[config.mk]
export PLATFORM = sky130hd
export DESIGN_NAME = ps2_rx_ctrl
export DESIGN_NICKNAME = d
export VERILOG_FILES = /design/src/rtl/ps2_pkg.sv /design/src/rtl/ps2_fall_det.sv /design/src/rtl/ps2_rx_ctrl.sv
export SDC_FILE = /design/constraint.sdc
export NUM_CORES = 1
export LEC_CHECK = 0
export ABC_AREA = 0
export CAP_MARGIN = 20
export CORE_ASPECT_RATIO = 1.75
export CORE_MARGIN = 1
export CORE_UTILIZATION = 50
export DETAILED_ROUTE_END_ITERATION = 10
export GPL_ROUTABILITY_DRIVEN = 1
export GPL_TIMING_DRIVEN = 0
export MAX_ROUTING_LAYER = met4
export PLACE_DENSITY = 0.78
export REMOVE_ABC_BUFFERS = 1
export SYNTH_ARGS = -nofsm -noshare
export SYNTH_HDL_FRONTEND = slang
export SYNTH_SLANG_ARGS = --single-unit
[constraint.sdc]
create_clock -name clk -period 4.3 [get_ports clk]
set_input_delay 0.86 -clock clk [delete_from_list [all_inputs] [get_ports clk]]
set_output_delay 0.86 -clock clk [all_outputs]
set_load 0.02 [all_outputs]
[src/rtl/ps2_pkg.sv]
// Shared PS/2 receive definitions: frame FSM states, scan-code prefixes, data width.
// Used by the receive controller; prefix constants only matter with PS2_CODE_DECODE_EN.
package ps2_pkg;

  typedef enum logic [1:0] {
    ST_IDLE   = 2'd0,
    ST_DATA   = 2'd1,
    ST_PARITY = 2'd2,
    ST_STOP   = 2'd3
  } ps2_state_e;

  localparam logic [7:0] PS2_PREFIX_EXT   = 8'hE0;
  localparam logic [7:0] PS2_PREFIX_BREAK = 8'hF0;
  localparam int         PS2_DATA_BITS    = 8;

  // Odd parity holds when data plus parity bit carry an odd number of ones.
  function automatic logic ps2_parity_ok(input logic [7:0] data, input logic par);
    return ^{data, par};
  endfunction

endpackage

[src/rtl/ps2_fall_det.sv]
// Falling-edge detector: registers the line and pulses fall for one cycle on a 1->0 step.
// Zero latency (pulse in the cycle the low level first appears); no backpressure.
module ps2_fall_det (
  input  logic clk,
  input  logic rst,
  input  logic sig,
  output logic fall
);

  logic prev;

  // Idle PS/2 lines sit high, so a reset of 1 avoids a false edge after reset.
  always_ff @(posedge clk) begin
    if (rst) prev <= 1'b1;
    else     prev <= sig;
  end

  assign fall = prev & ~sig;

endmodule

[src/rtl/ps2_rx_ctrl.sv]
// PS/2 receive frame controller; byte valid one cycle after the stop-bit fall, single holding register,
// new byte dropped (overrun pulse) while the consumer stalls. PS2_CODE_DECODE_EN folds E0/F0 prefixes into flags.
module ps2_rx_ctrl
  import ps2_pkg::*;
#(
  parameter int TIMEOUT_WIDTH = 16
) (
  input  logic       clk,
  input  logic       rst,
  input  logic       ps2_clk_db,
  input  logic       ps2_data_db,
  output logic [7:0] out_data,
  output logic       out_valid,
  input  logic       out_ready,
  output logic       out_ext,
  output logic       out_break,
  output logic       err_parity,
  output logic       err_frame,
  output logic       overrun
);

  localparam logic [TIMEOUT_WIDTH-1:0] TMO_LAST = {{(TIMEOUT_WIDTH-1){1'b1}}, 1'b0};
  localparam logic [TIMEOUT_WIDTH-1:0] TMO_ONE  = {{(TIMEOUT_WIDTH-1){1'b0}}, 1'b1};

  logic                     fall;
  ps2_state_e               state;
  logic [2:0]               idx;
  logic [7:0]               shreg;
  logic                     par_bit;
  logic [TIMEOUT_WIDTH-1:0] tmo_cnt;
  logic                     tmo_hit;
  logic                     stop_evt;
  logic                     par_ok;
  logic                     deliver;
  logic                     blocked;
  logic                     is_prefix;

  ps2_fall_det u_fall_det (
    .clk  (clk),
    .rst  (rst),
    .sig  (ps2_clk_db),
    .fall (fall)
  );

  // Abort when the counter would step into all-ones with no edge in sight.
  assign tmo_hit  = (state != ST_IDLE) && !fall && (tmo_cnt == TMO_LAST);
  assign stop_evt = fall && (state == ST_STOP);
  assign par_ok   = ps2_parity_ok(shreg, par_bit);
  assign deliver  = stop_evt && par_ok && ps2_data_db;
  assign blocked  = out_valid && !out_ready;

  always_ff @(posedge clk) begin
    if (rst) begin
      state   <= ST_IDLE;
      idx     <= 3'd0;
      shreg   <= 8'd0;
      par_bit <= 1'b0;
      tmo_cnt <= '0;
    end else begin
      if (state == ST_IDLE || fall || tmo_hit) tmo_cnt <= '0;
      else                                     tmo_cnt <= tmo_cnt + TMO_ONE;

      if (tmo_hit) begin
        state <= ST_IDLE;
      end else if (fall) begin
        case (state)
          ST_IDLE: begin
            if (!ps2_data_db) begin
              state <= ST_DATA;
              idx   <= 3'd0;
            end
          end
          ST_DATA: begin
            shreg[idx] <= ps2_data_db;
            idx        <= idx + 3'd1;
            if (idx == 3'(PS2_DATA_BITS - 1)) state <= ST_PARITY;
          end
          ST_PARITY: begin
            par_bit <= ps2_data_db;
            state   <= ST_STOP;
          end
          default: state <= ST_IDLE;
        endcase
      end
    end
  end

`ifdef PS2_CODE_DECODE_EN
  logic ext_pend;
  logic brk_pend;

  assign is_prefix = (shreg == PS2_PREFIX_EXT) || (shreg == PS2_PREFIX_BREAK);

  always_ff @(posedge clk) begin
    if (rst) begin
      ext_pend <= 1'b0;
      brk_pend <= 1'b0;
    end else if ((stop_evt && !deliver) || tmo_hit || (deliver && blocked)) begin
      ext_pend <= 1'b0;
      brk_pend <= 1'b0;
    end else if (deliver) begin
      if (shreg == PS2_PREFIX_EXT)        ext_pend <= 1'b1;
      else if (shreg == PS2_PREFIX_BREAK) brk_pend <= 1'b1;
      else begin
        ext_pend <= 1'b0;
        brk_pend <= 1'b0;
      end
    end
  end

  always_ff @(posedge clk) begin
    if (rst) begin
      out_ext   <= 1'b0;
      out_break <= 1'b0;
    end else if (deliver && !blocked && !is_prefix) begin
      out_ext   <= ext_pend;
      out_break <= brk_pend;
    end
  end
`else
  assign is_prefix = 1'b0;
  assign out_ext   = 1'b0;
  assign out_break = 1'b0;
`endif

  always_ff @(posedge clk) begin
    if (rst) begin
      out_data   <= 8'd0;
      out_valid  <= 1'b0;
      err_parity <= 1'b0;
      err_frame  <= 1'b0;
      overrun    <= 1'b0;
    end else begin
      // Parity failure masks a bad stop bit in the same frame.
      err_parity <= stop_evt && !par_ok;
      err_frame  <= (stop_evt && par_ok && !ps2_data_db) || tmo_hit;
      overrun    <= deliver && blocked;
      if (out_valid && out_ready) out_valid <= 1'b0;
      if (deliver && !blocked && !is_prefix) begin
        out_data  <= shreg;
        out_valid <= 1'b1;
      end
    end
  end

endmodule

[Yosys cells after proc, flatten, opt, wreduce, memory -nomap -nowiden]
Index checks and enable logic that the tools add are counted.
Word-level totals
  bits of input ports: 5
  output and inout port bits: 14
  flip-flop bits (word level): 43
Cells by class
  muxes and demuxes: 10
  reduce and logical (&&, ||, !) cells: 31
  $lt $le $gt $ge: 2
  bitwise logic cells: 3
  add/subtract/negate cells: 2
  equal/unequal tests: 7
Operators with widths (count)
  16-bit by 1-bit adder with 16-bit output, second input constant: 1
  16-bit == test, second input constant: 1
  1-bit logical AND: 12
  3-bit AND reduction: 3
  9-bit parity: 1
  8-bit bitwise mux: 1
  2-bit case mux with 3 select lines: 1
  3-bit case mux with 2 select lines: 1
  2-bit nonzero test: 3
  1-bit logical NOT: 5
  2-bit == test, second input constant: 2
  3-bit by 4-bit < comparator with 1-bit output, second input constant: 1
  2-bit two-way mux: 2
  2-bit != test, second input constant: 2
  4-bit AND reduction: 1
  2-bit OR reduction: 2
  3-bit by 1-bit adder with 3-bit output, second input constant: 1
  1-bit demux with 3-bit select: 1
  3-bit == test, second input constant: 1
  3-bit by 1-bit greater-or-equal comparator with 1-bit output, second input constant: 1
  1-bit logical OR: 3
  1-bit two-way mux: 3
  3-bit two-way mux: 1
  2-bit by 1-bit == test with 1-bit output, second input constant: 1
  3 further kinds: 4

[Depth between registers and ports, before layout]
  depth in word-level cells: 7
  mapped depth: 8
  gate-level depth less buffers: 6

[Modules after synthesis]
A second synthesis with hierarchy kept.
Unflattened totals
  cell total of the unflattened synthesis: 226
  area total of the unflattened synthesis: 2025.7 µm²
By module, submodules not included
  ps2_rx_ctrl: cells each 223, area each 1990.7 µm², times used 1
  ps2_fall_det: cells each 3, area each 35.0 µm², times used 1

[Least setup slack after synthesis]
OpenSTA, ideal clock, no wires.
  kind: input-to-reg
  start: input port ps2_clk_db
  end: register shreg[2]
  path slack: 2.454 ns
  arrival time: 1.718 ns
  library setup time: 0.128 ns
  stages: 4
  required time: 4.172 ns
  cell sequence: nor4bb_1 > nand3b_1 > mux2i_1 > nor2_1
Between the ends
  longest elaborated chain between the ends: 7
RTL lines
  start, declared: line ps2_rx_ctrl.sv:10  | input logic ps2_clk_db,
  1-bit inverter *: line ps2_fall_det.sv:18  | assign fall = prev & ~sig;
  1-bit bitwise AND *: line ps2_fall_det.sv:18
  1-bit logical NOT: line ps2_rx_ctrl.sv:46  | assign tmo_hit = (state != ST_IDLE) && !fall && (tmo_cnt == TMO_LAST);
  1-bit logical AND (2 in series): line ps2_rx_ctrl.sv:46
  1-bit inverter (no line)
  3-bit AND reduction (no line) *
  end signal, assigned by index: line ps2_rx_ctrl.sv:74  | shreg[idx] <= ps2_data_db;
  end, declared: line ps2_rx_ctrl.sv:28  | logic [7:0] shreg;
Every way passes the cells marked *; elsewhere a longest branch is shown, timed or not.
A chain may end at the register's enable or synchronous reset.

[Worst setup path in the final report]
  start: input port rst
  end: register tmo_cnt[15]
Between the ends
  longest elaborated chain between the ends: 1
RTL lines
  start, declared: line ps2_rx_ctrl.sv:9  | input logic rst,
  2-bit OR reduction (no line)
  end signal, assigned: line ps2_rx_ctrl.sv:61  | else tmo_cnt <= tmo_cnt + TMO_ONE;
  end, declared: line ps2_rx_ctrl.sv:30  | logic [TIMEOUT_WIDTH-1:0] tmo_cnt;
Every way passes these cells.

==> flow_summary.toml <==
[yosys]
ys.flop_type = "dfxtp_1"
avgSynthCellArea_um2 = 9.38
ys_warn_count = 0
ys_ff_latch = 43
synth_edf_count = 0
async_reset_ff_share_pct = 0
syn_inst = 225
syn_area_um2 = 2110
ys_seq_area_share_pct = 40.8
synth_cell_types = 39

[die]
start_util_pct = 53.5
fp.dieH_um = 87.9
die_w_um = 51.1
io_pins = 19
dieArea_um2 = 4490
core_area_um2 = 3940
row_count = 30

[global_routing]
grt_overflow = 0
first_global_vias = 1405
antenna_found_initial = 0
grt_pass1_wl_mm = 5.99
grt_max_degree = 36
track_usage_pct = 18.5

[critical_path]
startpoint_type = "input port"
cp_slowest_cell = "clkdlybuf4s50_1"
arrival_ns = 2.79
path_class = "input port to flop"
critPathTopFamily = "buffers and inverters"
path_buf_inv = 1
crit_chain = "clkdlybuf4s50_1, or4_4, a21oi_1"
critPathCaptureType = "flop"
crit_required_ns = 4.52
slowest_delay_ns = 0.91
critPathMaxFanout = 35

[cts]
hold_buffers = 0
clk_pin_slew_ns = 0.08
cts_max_level = 2
cts_setup_buffers = 0
cts_tree = "yes"
cts_resized = 0
clk_latency_ns = 0.30
numCtsBuffers = 5
clockBufferDepth = 2
numClockSinks = 43
cts-root-buf = "clkbuf_8"

[drt]
drtIter0Drc = 20
drtAntennaViolNets = 0
first_pass_iters = 4
viasPerCell = 5.33
vias = 1514
wl_mm = 3.53
drc_errors = 0
wl_per_cell_um = 12.4

[pwr]
leakage_uw = 0.000832
power.total_uw = 684
power_per_cell_area_nw_per_um2 = 294
peakVddDrop_mv = 0.257

[worst_hold_path]
hold_class = "flop to flop"

[sta]
worstMarginPinSlew_ns = 0.963
rsz0062_at_grt = "false"
hold_viol = 0
fin_crit_sh_pct = 59.7
max_slew_margin_pct = 35.6
setup_viol = 0
drv_slew = 0
max_freq_mhz = 390
clock_skew_ns = 0.00828
min_period_ns = 2.57
setup-tns-final_ns = 0

[layout]
diodes = 0
layoutNonFillerInstCount = 284
finish.utilization_pct = 59.0
fin_nets = 248
drive_above_1_share_pct = 4.24
syn_to_final_growth_pct = 10.3
nFillCells = 362

[placed_design]
place_inst = 276
hpwl_mm = 2.56
port_buffers = 16
place_congestion = 0.760

[flow_run]
max_cap_violations = 0

[run_status]
status = "completed"
-- Yosys cell counts, types with 2 or more instances --
master,n,area [um^2]
nor3_1,3,15.0
nand2b_1,19,119
nor3b_1,2,15.0
buf_4,2,15.0
dfxtp_1,43,861
nor2_1,29,109
and2_1,3,18.8
xor2_1,12,105
nand4_1,8,50.1
xnor3_1,2,45.0
clkbuf_1,8,30.0
and4_1,3,26.3
a22oi_1,2,15.0
ha_1,8,100
nor2b_1,5,31.3
nand3_1,8,40.0
buf_6,2,22.5
nand3b_1,3,22.5
nand2_1,12,45.0
xnor2_1,5,43.8
inv_1,3,11.3
o21ai_0,3,15.0
nand4b_1,2,17.5
or3_1,2,12.5
a21oi_1,4,20.0
mux2i_1,17,170
and3_1,3,18.8
-- report_power, final --
| part | internal, uW | switching [uW] |
|---|---|---|
| clock network | 114 | 129 |
| logic | 15.8 | 20.8 |
| registers | 401 | 3.04 |
| total | 530 | 153 |
-- layout make-up --
type / count / area, um^2 / share of cell area (%)
sequential: 43 / 861 / 37.0
clock buffer: 7 / 76.3 / 3.28
clock inverter: 1 / 5.00 / 0.215
multi-input combinational: 166 / 1150 / 49.6
timing repair buffer: 16 / 160 / 6.88
inverter: 3 / 11.3 / 0.484
tap: 48 / 60.1 / 2.58
-- registers in the layout, indices dropped and copies added, names as in the netlist --
signal,count
err_frame,1
out_valid,1
tmo_cnt,16
err_parity,1
shreg,8
idx,3
out_data,8
par_bit,1
state,2
overrun,1
u_fall_det.prev,1
-- final timing paths --
kind / cells past startpoint / slack [ns] / startpoint / to
min: 2 / 0.47 / out_data[0] / out_data[0]
max reg2reg: 6 / 2.47 / state[1] / shreg[4]
max: 3 / 1.73 / rst / tmo_cnt[15]
min reg2reg: 2 / 0.47 / out_data[0] / out_data[0]
-- routing by layer --
layer / wire length, um / up-vias / track usage, %
met5: 0 / - / -
met4: 72 / 0 / 9.09
met3: 108 / 5 / 4.34
met2: 2000 / 22 / 35.4
met1: 1350 / 712 / 16.0
li1: - / 775 / -
-- kinds of logic (layout without fill, tap and decap cells) --
family,after synthesis,count (layout),synth area share [%]
AO/OA/AOI/OAI,12,12,3.38
flip-flops,43,43,40.8
buffers and inverters,17,27,4.68
multiplexers,18,18,9.13
XOR/XNOR,19,19,9.19
AND/OR/NAND/NOR,107,107,27.9
other,1,2,0.178
adder cells (fa/ha/maj),8,8,4.75
-- stage by stage --
stage	hold slack, ns	instance area (um^2)	worst slack [ns]
after global routing	0.489	2330	1.56
after CTS	0.478	2330	1.70
final	0.473	2330	1.73
after floorplan	0.437	2030	2.46
after detailed placement	0.465	2250	1.35
after global placement	0.450	2250	1.41
-- worst min-delay path, stage by stage, from the launching register on --
cell and delay, ns:
dfxtp_1 0.31, nand2b_1 0.06, mux2i_1 0.06
-- cells in the final DEF, fill, tap and decap left out, drive strengths merged, types with 4 or more instances in the layout --
master,n
a21oi,4
clkdlybuf4s50,16
and4,4
clkbuf,7
nor2,29
nand2,12
nand4,8
nand2b,19
xnor2,5
nand3,8
nor2b,5
ha,8
dfxtp,43
xor2,12
mux2i,18
(Power assumes the default switching activity.)
==> RTL edit 1 (same settings) <==
`TIMEOUT_WIDTH`: 16 -> 18.
--- a/src/rtl/ps2_rx_ctrl.sv
+++ b/src/rtl/ps2_rx_ctrl.sv
@@ -5,3 +5,3 @@
 #(
-  parameter int TIMEOUT_WIDTH = 16
+  parameter int TIMEOUT_WIDTH = 18
 ) (
Function: no difference found for any inputs over 10 cycles, from zero or initial values and one cycle with rst high; that may be too few to reach the edited logic, so the function may still have changed.
==> RTL edit 1 against the original RTL <==
- area after synthesis is 3.2% higher
- clock power increased by 58%
- sequential cell count grew 2
- die area rose by 3.1%
- first-iteration DRC count up 15%
- via count up 6.4%
- final area grew 6.8%
- clock skew rose by 0.0022 ns
- largest power group unchanged
- sequential share of layout area is 0.74 points lower
- final cell count is 4.2% higher
- setup slack got worse by 0.066 ns
- wire length up 8.7%
- power increased by 24%
==> RTL edit 1: results (changes against the original RTL) <==
The flow ran to the end, and the final reports show no timing, DRC or antenna violations. The routability-driven placement congestion ratio came out at 0.812 (+6.9%). The filler cell count in the final layout was 363 (+0.28%). Mean cell area of the mapped netlist: 9.30 µm² (-0.77%). For the unique cell type count in the Yosys netlist, the log shows 41 (+5.1%). The synthesized-area fraction occupied by adder cells works out to 5.17% (+0.43 points).

The worst hold path depth was 1 (-1). For the first-pass detailed-route iteration total, the log shows 6 (+2). The number of nets in the layout is 260 (+4.8%). The global-route wire length before repair is 6530 µm (+9.1%), and the leakage power total is 0.879 nW (+5.7%). The total met2 wirelength after detailed routing was 2120 µm (+6.1%). The clock buffer and inverter area fraction after layout works out to 5.54% (+2.0 points).

The smallest hold slack came out at 0.466 ns (-0.00760 ns). The startpoint identified for the worst hold timing path is tmo_cnt[0]$_SDFF_PP0_. The multiplexer share of the synthesized area was 8.85% (-0.28 points); the global routing usage summed across all routing layers was 19.4% (+0.92 points).

The tools report the endpoint of the worst-slack reg-to-reg timing path as state[0]$_SDFFE_PP0P_. Number of multi-input combinational cells in the layout: 174 (+4.8%). The data arrival at the endpoint of the critical path was 2.87 ns (+0.08 ns). The largest registers in the layout are tmo_cnt (18), out_data (8), shreg (8). The maximum fanout along the worst path is 34 (-2.9%), and the cell total after placement is 288 (+4.3%). The fraction of standard cell area that is sequential works out to 36.3% (-0.74 points).

Counting instances in the post-synthesis netlist gives the leading cell types as 45 x sky130_fd_sc_hd__dfxtp_1, 27 x sky130_fd_sc_hd__nor2_1, 18 x sky130_fd_sc_hd__nand2b_1, 17 x sky130_fd_sc_hd__mux2i_1, 13 x sky130_fd_sc_hd__nand2_1. The worst slack at placement is 1.31 ns (-0.0397 ns), and the number of non-filler instances in the completed layout is 296 (+4.2%). The average wire length per cell after detail routing was 13.0 µm (+4.3%); the final HPWL from detailed placement was 2700 µm (+5.7%). Origin of the critical flop-to-flop path: idx[1]$_SDFFE_PP0P_. The worst hold path terminates at tmo_cnt[0]$_SDFF_PP0_. The proportion of layout cells with a drive suffix above 1 was 5.26% (+1.0 points). The tools report the sequential fraction of the synthesis area as 41.4% (+0.57 points). The number of global-route vias before repair was 1553 (+11%).
RTL edit 1: changes by cell type after synthesis, sizes merged, moves of 2 or more:
cell	before	now
o21ai	3	6
a21oi	4	7
nor2	29	27
buf	6	4
dfxtp	43	45
and4	4	2
or3	2	5
RTL edit 1: power breakdown:
group          total (mW)  switching (mW)  internal, mW  leakage [nW]
combinational      0.0384          0.0224        0.0160         0.448
clock               0.383           0.150         0.234        0.0687
sequential          0.422         0.00329         0.419         0.363
total               0.844           0.175         0.669         0.879
RTL edit 1: worst max-delay path by stage:
stage               slack [ns]                endpoint        from
floorplan                 2.37   state[0]$_SDFFE_PP0P_  ps2_clk_db
global route              1.46  tmo_cnt[14]$_SDFF_PP0_         rst
CTS                       1.65  tmo_cnt[17]$_SDFF_PP0_         rst
finish                    1.67  tmo_cnt[17]$_SDFF_PP0_         rst
global placement          1.33  tmo_cnt[13]$_SDFF_PP0_         rst
detailed placement        1.31  tmo_cnt[16]$_SDFF_PP0_         rst
RTL edit 1: kinds of logic (layout without fill, tap and decap cells):
logic type	Yosys count	in the layout
DFF	45	45
and+or+nand+nor	107	107
adders and majority gates	9	9
AOI/OAI and AO/OA	21	21
other	1	2
buffers and inverters	16	28
xor gates and xnor gates	17	17
muxes	18	18
RTL edit 1: worst max-delay path, cell delays in order:
cell	delay, ns
sky130_fd_sc_hd__clkdlybuf4s50_1	0.93
sky130_fd_sc_hd__nor3_1	0.61
sky130_fd_sc_hd__o31ai_4	0.29
sky130_fd_sc_hd__a21oi_1	0.17
RTL edit 1: routing by layer:
| metal | vias up | GRT usage, % |
|---|---|---|
| met1 | 764 | 18.9 |
| li1 | 822 | - |
| met3 | 6 | 4.08 |
| met2 | 19 | 35.8 |
| met4 | 0 | 8.11 |
| met5 | - | - |
==> RTL edit 2 (same settings) <==
Without the edit above. Re-encode `ps2_state_e` (4 states) as Gray code, 2 bits wide.
--- a/src/rtl/ps2_pkg.sv
+++ b/src/rtl/ps2_pkg.sv
@@ -5,6 +5,6 @@
   typedef enum logic [1:0] {
-    ST_IDLE   = 2'd0,
-    ST_DATA   = 2'd1,
-    ST_PARITY = 2'd2,
-    ST_STOP   = 2'd3
+    ST_IDLE   = 2'b00,
+    ST_DATA   = 2'b01,
+    ST_PARITY = 2'b11,
+    ST_STOP   = 2'b10
   } ps2_state_e;
Function: no difference found for any inputs over 10 cycles, from zero or initial values and one cycle with rst high; not proved beyond that.
==> RTL edit 2 against the original RTL <==
- final area down 3.8%
- highest routed layer unchanged
- largest power group unchanged
- non-clock buffer count is 1 higher
- die area shrank 6.3%
- setup slack lost 0.15 ns
- register-to-register slack worse by 0.13 ns
- sequential cell count is the same
- power up 0.16%
- largest cell class unchanged
- hold slack got worse by 0.00080 ns
- area after synthesis decreased by 6.5%
- wire length decreased by 2.2%
==> RTL edit 2: results (changes against the original RTL) <==
The number of global-route vias before repair came out at 1404 (-0.071%). Overall routed net length: 3450 µm (-2.2%). The async set or reset register ratio after synthesis works out to 0% (unchanged). The run gives 41 (+110%) as the violation count after the first detailed-route iteration. Count of vias placed by the detailed router: 1450 (-4.2%).

Counting instances in the post-synthesis netlist gives the leading cell types as 43 x sky130_fd_sc_hd__dfxtp_1, 28 x sky130_fd_sc_hd__nor2_1, 17 x sky130_fd_sc_hd__mux2i_1, 17 x sky130_fd_sc_hd__nand2b_1, 9 x sky130_fd_sc_hd__xor2_1. The tools report the sequential fraction of the synthesis area as 43.6% (+2.8 points). The synthesized-area fraction occupied by adder cells is 2.54% (-2.2 points). The logs give 35 (-2.8%) for the largest net degree at the start of global routing and 2470 µm (-3.5%) for the final HPWL from detailed placement.

For the cell-internal power, the log shows 0.537 mW (+1.1%). The proportion of layout cells with a drive suffix above 1 came out at 5.38% (+1.1 points). The tightest min-delay check is of the flop to flop type. The total of buffers placed on input and output ports was 16 (unchanged); the source-to-sink clock delay at the later pin of the worst-skew pair was 0.30 ns (about the same). The worst-case vdd ir drop is 0.297 mV (+15%). The number of nets in the layout was 232 (-6.5%). In the post-synthesis netlist, the biggest area contributors are sky130_fd_sc_hd__dfxtp_1 44%, sky130_fd_sc_hd__mux2i_1 8.6%, sky130_fd_sc_hd__nand2b_1 5.4%. The tools report the global routing usage summed across all routing layers as 18.7% (+0.22 points). The largest stage delay on the critical path works out to 1.14 ns (+0.23 ns).

The unique cell type count in the Yosys netlist is 42 (+7.7%), and the post-place instance area is 2140 µm² (-4.6%). The logs give 5910 µm (-1.3%) for the global-route wire length before repair and 0.777 nW (-6.6%) for the leakage power total. The multiplexer share of the synthesized area was 9.77% (+0.63 points); the fraction of synthesized cell area in xor and xnor cells was 8.56% (-0.63 points). The flow ran to the end, and the final reports show no timing, DRC or antenna violations.

The slew at the pin closest to its max-slew limit is 1.01 ns (+0.0482 ns). The run gives 2.90 ns (+0.11 ns) as the data arrival at the endpoint of the critical path. The worst hold path depth came out at 1 (-1).

The depth of the worst register-to-register path came out at 5 (-1). The maximum fanout along the worst path is 34 (-2.9%). Routability-driven placement congestion ratio: 0.738 (-2.9%). Area fraction in compound gates after synthesis: 5.33% (+1.9 points).
[RTL edit 2: stage by stage]
stage               setup WS [ns]  total power, mW  utilization [%]  std cells
finish                       1.59            0.685             60.5        269
global route                 1.42            0.708             60.5        269
CTS                          1.47            0.694             60.3        268
detailed placement           1.15            0.437             57.9        261
global placement             1.20            0.437             57.9        261
floorplan                    2.36            0.425                -        199
[RTL edit 2: cells by family after synthesis]
kind of cell | count (synthesis)
compound gates | 18
xor+xnor | 16
fa+ha+maj | 4
buf+inv | 13
flops | 43
mux | 18
other cells | 1
simple gates | 96
[RTL edit 2: path summary, 6_finish.rpt]
check                        startpoint                    end  slack, ns
setup / recovery                    rst  tmo_cnt[8]$_SDFF_PP0_       1.59
setup reg to reg  tmo_cnt[2]$_SDFF_PP0_  tmo_cnt[8]$_SDFF_PP0_       2.34
hold / removal    tmo_cnt[0]$_SDFF_PP0_  tmo_cnt[0]$_SDFF_PP0_       0.47
hold reg to reg   tmo_cnt[0]$_SDFF_PP0_  tmo_cnt[0]$_SDFF_PP0_       0.47
[RTL edit 2: final cells by class]
class	count	area [µm²]
Fill cell	336	1460
Sequential cell	43	861
Clock buffer	6	82.6
Inverter	2	7.51
Clock inverter	1	5.00
Timing Repair Buffer	17	168
Tap cell	46	57.6
Multi-Input combinational cell	154	1060
[RTL edit 2: power groups by stage]
stage	clock network (mW)	registers [mW]	logic (mW)
final	0.257	0.403	0.0251
after global routing	0.277	0.403	0.0278
after CTS	0.266	0.403	0.0249
after detailed placement	0	0.412	0.0249
after global placement	0	0.412	0.0246
after floorplan	0	0.412	0.0133
[RTL edit 2: layer usage]
layer	global-route usage [%]	part of all wire (%)	up-vias	routed length, µm
met5	-	0	-	0
met4	11.2	3.6	0	123
met3	3.76	1.9	11	64
met2	33.1	53	22	1830
met1	18.3	41	665	1430
li1	-	-	752	-
